**src/rtl/debug_types_1_12_pkg.sv**
```systemverilog
// debug_types_1_12_pkg: shared types and addresses for the priv 1.12 debug extension
package debug_types_1_12_pkg;
  localparam logic [11:0] DCSR_ADDR      = 12'h7B0;
  localparam logic [11:0] DPC_ADDR       = 12'h7B1;
  localparam logic [11:0] DSCRATCH0_ADDR = 12'h7B2;
  localparam logic [11:0] DSCRATCH1_ADDR = 12'h7B3;
  typedef enum logic [2:0] {
    NONE    = 3'd0,
    EBREAK  = 3'd1,
    HALTREQ = 3'd3,
    STEP    = 3'd4
  } debug_cause_t;
  typedef enum logic [1:0] {
    RUNNING,
    HALTED,
    RESUMING
  } debug_state_t;
  typedef struct packed {
    logic [3:0]   xdebugver;
    logic [11:0]  rsvd_27_16;
    logic         ebreakm;
    logic [1:0]   rsvd_14_13;
    logic         ebreaku;
    logic         stepie;
    logic         stopcount;
    logic         stoptime;
    debug_cause_t cause;
    logic         rsvd_5;
    logic         mprven;
    logic         nmip;
    logic         step;
    logic [1:0]   prv;
  } dcsr_t;
  function automatic logic [1:0] legal_prv(input logic [1:0] p);
    return (p == 2'b10 || p == 2'b01) ? 2'b00 : p;
  endfunction
endpackage

```
**src/rtl/priv_1_12_debug.sv**
```systemverilog
// priv_1_12_debug: debug CSR responder and halt/resume/single-step control
import debug_types_1_12_pkg::*;
module priv_1_12_debug #(
  parameter int HARTID = 0
) (
  input  logic        CLK,
  input  logic        nRST,
  input  logic [11:0] csr_addr,
  input  logic [31:0] value_in,
  input  logic        csr_active,
  output logic        ack,
  output logic [31:0] value_out,
  output logic        invalid_csr,
  input  logic        halt_req,
  input  logic        resume_req,
  input  logic        ebreak_hit,
  input  logic [31:0] ebreak_pc,
  input  logic [31:0] next_pc,
  input  logic        inst_ret,
  input  logic [1:0]  curr_priv,
  output logic        debug_mode,
  output logic        resume_valid,
  output logic [31:0] resume_pc,
  output logic [1:0]  resume_priv
);
  if (HARTID < 0) begin : g_bad_hartid
  end
  debug_state_t state, next_state;
  debug_cause_t cause, entry_cause;
  logic ebreakm, ebreaku, stepie, step, step_armed;
  logic [1:0] prv;
  logic [31:0] dpc, dscratch0, dscratch1, entry_pc;
  logic in_range, wr, ebreak_go, enter;
  dcsr_t dcsr;
  always_comb begin
    dcsr = '0;
    dcsr.xdebugver = 4'd4;
    dcsr.ebreakm = ebreakm;
    dcsr.ebreaku = ebreaku;
    dcsr.stepie = stepie;
    dcsr.cause = cause;
    dcsr.step = step;
    dcsr.prv = prv;
  end
  assign in_range = csr_addr[11:2] == DCSR_ADDR[11:2];
  assign debug_mode = state != RUNNING;
  assign ack = in_range && debug_mode;
  assign invalid_csr = in_range && !debug_mode;
  assign wr = ack && csr_active;
  assign value_out = csr_addr == DCSR_ADDR      ? dcsr :
                     csr_addr == DPC_ADDR       ? dpc :
                     csr_addr == DSCRATCH0_ADDR ? dscratch0 :
                     csr_addr == DSCRATCH1_ADDR ? dscratch1 : 32'h0;
  assign resume_valid = state == RESUMING;
  assign resume_pc = dpc;
  assign resume_priv = prv;
  // curr_priv 01/10 never matches an ebreak enable
  assign ebreak_go = ebreak_hit && ((curr_priv == 2'b11 && ebreakm) || (curr_priv == 2'b00 && ebreaku));
  assign enter = ebreak_go || halt_req || (step_armed && inst_ret);
  assign entry_cause = ebreak_go ? EBREAK : halt_req ? HALTREQ : STEP;
  assign entry_pc = ebreak_go ? ebreak_pc : next_pc;
  always_comb begin
    next_state = state;
    if (state == RUNNING)
      next_state = enter ? HALTED : RUNNING;
    else if (state == HALTED)
      next_state = resume_req ? RESUMING : HALTED;
    else
      next_state = RUNNING;
  end
  always_ff @(posedge CLK or negedge nRST)
    if (!nRST) state <= RUNNING;
    else state <= next_state;
  always_ff @(posedge CLK or negedge nRST)
    if (!nRST) begin
      cause <= NONE;
      prv <= 2'b11;
      {ebreakm, ebreaku, stepie, step, step_armed} <= '0;
      dpc <= '0;
      dscratch0 <= '0;
      dscratch1 <= '0;
    end else begin
      if (state == RUNNING && enter) begin
        cause <= entry_cause;
        dpc <= entry_pc;
        prv <= curr_priv;
        step_armed <= 1'b0;
      end
      if (state == RESUMING) step_armed <= step;
      if (wr && csr_addr == DCSR_ADDR) begin
        ebreakm <= value_in[15];
        ebreaku <= value_in[12];
        stepie <= value_in[11];
        step <= value_in[2];
        prv <= legal_prv(value_in[1:0]);
      end
      if (wr && csr_addr == DPC_ADDR) dpc <= {value_in[31:1], 1'b0};
      if (wr && csr_addr == DSCRATCH0_ADDR) dscratch0 <= value_in;
      if (wr && csr_addr == DSCRATCH1_ADDR) dscratch1 <= value_in;
    end
endmodule

```
**config.mk**
```make
export PLATFORM = sky130hd
export DESIGN_NAME = priv_1_12_debug
export DESIGN_NICKNAME = d
export VERILOG_FILES = /design/src/rtl/debug_types_1_12_pkg.sv /design/src/rtl/priv_1_12_debug.sv
export SDC_FILE = /design/constraint.sdc
export NUM_CORES = 1
export LEC_CHECK = 0
export BUFFER_PORTS_ARGS = -buffer_cell sky130_fd_sc_hd__buf_2
export CORE_MARGIN = 5
export CORE_UTILIZATION = 45
export CTS_BUF_LIST = sky130_fd_sc_hd__clkbuf_4
export CTS_CLUSTER_SIZE = 25
export DETAILED_ROUTE_END_ITERATION = 12
export HOLD_SLACK_MARGIN = 0.1
export PLACE_DENSITY_LB_ADDON = 0.05
export SLEW_MARGIN = 0
export SYNTH_ARGS = -nofsm -noshare
export SYNTH_HDL_FRONTEND = slang
export SYNTH_SLANG_ARGS = --single-unit
```
**constraint.sdc**
```tcl
create_clock -name CLK -period 2.7 [get_ports CLK]
set_input_delay 0.81 -clock CLK [delete_from_list [all_inputs] [get_ports CLK]]
set_output_delay 0.81 -clock CLK [all_outputs]
set_load 0.005 [all_outputs]
```
==> flow_metrics.py <==
metrics = {
    "worst_setup_path": {
        "path_max_fanout": 19,
        "slowest_delay_ns": 0.38,
        "reg2regPathDepth": 6,
        "path_depth": 6,
        "end_kind": "output port",
        "critPathCapture": "value_out[30]",
        "r2r-end": "resume_pc[18]",
        "worstPathArrival_ns": 1.97,
        "slowest_stage": "or3_4",
        "rr_startpoint": "state[1]",
        "crit_type": "in2out",
        "cp_num_buf_inv": 3,
        "required_ns": 1.89,
        "crit_chain": "buf_6 > nand4bb_1 > or3_4 > buf_12 > a221oi_2 > buf_2",
        "crit_start": "csr_addr[2]",
        "start_kind": "input pin",
        "r2r_setup_slack_ns": 0.73,
        "crit_family": "simple AND/OR/NAND/NOR gates",
    },
    "yosys": {
        "yosys.area_share.simple": 0.09394,
        "ys_seq_area_frac": 0.4836,
        "syn_inst": 482,
        "yosysTopAreaCellShare": 0.4742,
        "synth_compound_area_frac": 0.1557,
        "synth_area_leaders": "dfrtp_1, mux2_2, a221o_1",
        "synth_edf_count": 0,
        "synth_commonest_cells": "dfrtp_1, mux2_2, a21oi_1, o21ai_0",
        "ys_async_sr_fraction": 1.000,
        "synth_fa_ha_area_frac": 0,
        "synth_top_cell_by_area": "dfrtp_1",
        "syn-mean-instance-area_um2": 11.61,
        "synthMuxAreaShare": 0.2301,
        "synth_ff_type": "dfrtp_1",
        "ys_ff_latch": 108,
        "yosysMostFrequentCell": "dfrtp_1",
        "synth_top_family_by_area": "multiplexers",
        "syn_nets": 599,
        "synthXorXnorAreaFrac": 0,
        "syn_area_um2": 5594,
        "yosys_warnings": 0,
        "synth_cell_types": 41,
    },
    "clock_tree": {
        "cts.sinks": 108,
        "cts_root_buf": "clkbuf_4",
        "cts_max_level": 3,
        "clock_latency_ns": 0.45,
        "hold_buffers": 0,
        "tritoncts": "built",
        "cts_buffers": 9,
        "clk_path_buf_depth": 2,
        "clk_pin_slew_ns": 0.16,
    },
    "die": {
        "initial_core_util": 0.4619,
        "die_h_um": 121.5,
        "die-width_um": 121.5,
        "core.rowCount": 40,
        "core_um2": 12110,
        "num_io_pins": 187,
        "die-area_um2": 14760,
    },
    "timing": {
        "finalClockSkew_ns": 0.01705,
        "relSlewSlack": 0.6054,
        "worst_slack_ns": -0.08432,
        "holdWs_ns": 0.3848,
        "final_max_slew_viol_count": 0,
        "setup_viol": 14,
        "hold_viol": 0,
        "worst_pin_slew_ns": 0.5919,
        "rsz0062_at_grt": "true",
        "max_freq_ghz": 0.3592,
        "min_period_ns": 2.784,
        "min_period_over_period": 1.031,
    },
    "global_route": {
        "antenna_found_initial": 0,
        "track_usage": 0.2432,
        "first_global_vias": 5074,
        "grt_max_degree": 109,
        "overflow": 0,
        "grt_first_pass_wirelength_um": 27690,
    },
    "pwr": {
        "power_density_nw_per_um2": 588.6,
        "p_leak_nw": 3.681,
        "ir_drop_v": 0.0003741,
    },
    "detailed_routing": {
        "wl_um": 17610,
        "drc": 0,
        "dr.pass1.iters": 4,
        "avgRoutedWirePerCell_um": 20.65,
        "num_vias": 4823,
        "drtIter0Drc": 332,
        "via_per_inst": 5.654,
        "postRouteAntennaNets": 0,
    },
    "job": {
        "maxCapViolations": 0,
    },
    "place": {
        "dpl.hpwl_um": 12320,
        "dp_worst_setup_slack_ns": -0.2075,
        "routabilityCongestion": 0.7807,
        "place_area_um2": 6923,
        "io_buffers": 186,
    },
    "min_path": {
        "hp-class": "in2async",
    },
    "cells_and_area": {
        "finalNetCount": 797,
        "post_route_cells_drive_above_1_share": 0.5314,
        "antenna_cells": 0,
        "finalInstanceArea_um2": 7286,
        "syn_to_final_growth_pct": 30.24,
    },
    "run_status": {
        "violations": "setup timing",
        "outcome": "complete, but fails checks",
    },
}
## metrics by stage
step           std cells  TNS (ns)    util  total power [mW]
4_1_cts              851   -0.2860  0.5983             4.317
3_3_place_gp         829    -3.886  0.5716             3.344
3_5_place_dp         829    -4.699  0.5716             3.371
2_1_floorplan        482         0       -             2.717
5_1_grt              853    -1.690  0.6016             4.541
6_report             853   -0.3357  0.6016             4.288
## state kept, by name, indices dropped and copies added (netlist names)
| signal | cells |
|---|---|
| step_armed | 1 |
| ebreakm | 1 |
| resume_pc | 32 |
| ebreaku | 1 |
| dscratch1 | 32 |
| stepie | 1 |
| state | 2 |
| resume_priv | 2 |
| step | 1 |
| dscratch0 | 32 |
| cause | 3 |
## placed cells by master, fill, tap and decap left out, types with 4 or more instances in the layout
cell type    n
nand3_1     30
buf_4       34
a22oi_1     20
nor2_1      30
a221o_1     30
mux2_2      89
nand4_1      4
mux2i_1      6
buf_6        8
buf_12       7
clkbuf_4    11
dfrtp_1    106
mux4_2       9
nor2b_1      8
a21oi_1     31
nand2_1      6
o21ai_0     31
buf_2      181
## what timing repair did
item                       in CTS  in global routing
gates resized for setup        17                  6
setup endpoints to repair      34                 34
pin swaps                       0                  1
gates cloned                    2                  0
setup buffers                   4                  2
## worst min path at each step
stage	slack (ns)	from	endpoint
2_1_floorplan	0.45	cause[2]	cause[2]
3_3_place_gp	0.46	dscratch1[28]	dscratch1[28]
3_5_place_dp	0.47	dscratch1[28]	dscratch1[28]
4_1_cts	0.40	nRST	state[1]
5_1_grt	0.42	nRST	state[1]
6_report	0.38	nRST	state[1]
## kinds of logic after synthesis
family / count (synthesis)
buffers and inverters: 48
muxes: 106
and+or+nand+nor: 95
DFF: 108
AOI/OAI and AO/OA: 125
## layout make-up
type                       count  area [um2]
timing repair buffer         233        1461
multi-input combinational    326        2743
clock buffer                  11       82.58
sequential                   108        2705
clock inverter                 5       76.32
inverter                       2       7.507
fill                        1070        4826
tap                          168       210.2
## metal layers
layer | GRT usage | wire, um | up-vias | part of all wire
li1 | - | - | 2221 | -
met1 | 0.3341 | 7812 | 2408 | 0.44
met2 | 0.4048 | 8628 | 180 | 0.49
met3 | 0.03590 | 977 | 14 | 0.055
met4 | 0.06162 | 193 | 0 | 0.011
met5 | 0 | 0 | - | 0
## power breakdown
group | switching [mW] | internal, mW | total [mW]
clock | 0.525 | 0.394 | 0.919
sequential | 0.254 | 1.91 | 2.16
combinational | 0.555 | 0.654 | 1.21
total | 1.33 | 2.95 | 4.29
No activity file was read; power rests on OpenSTA's default activity.
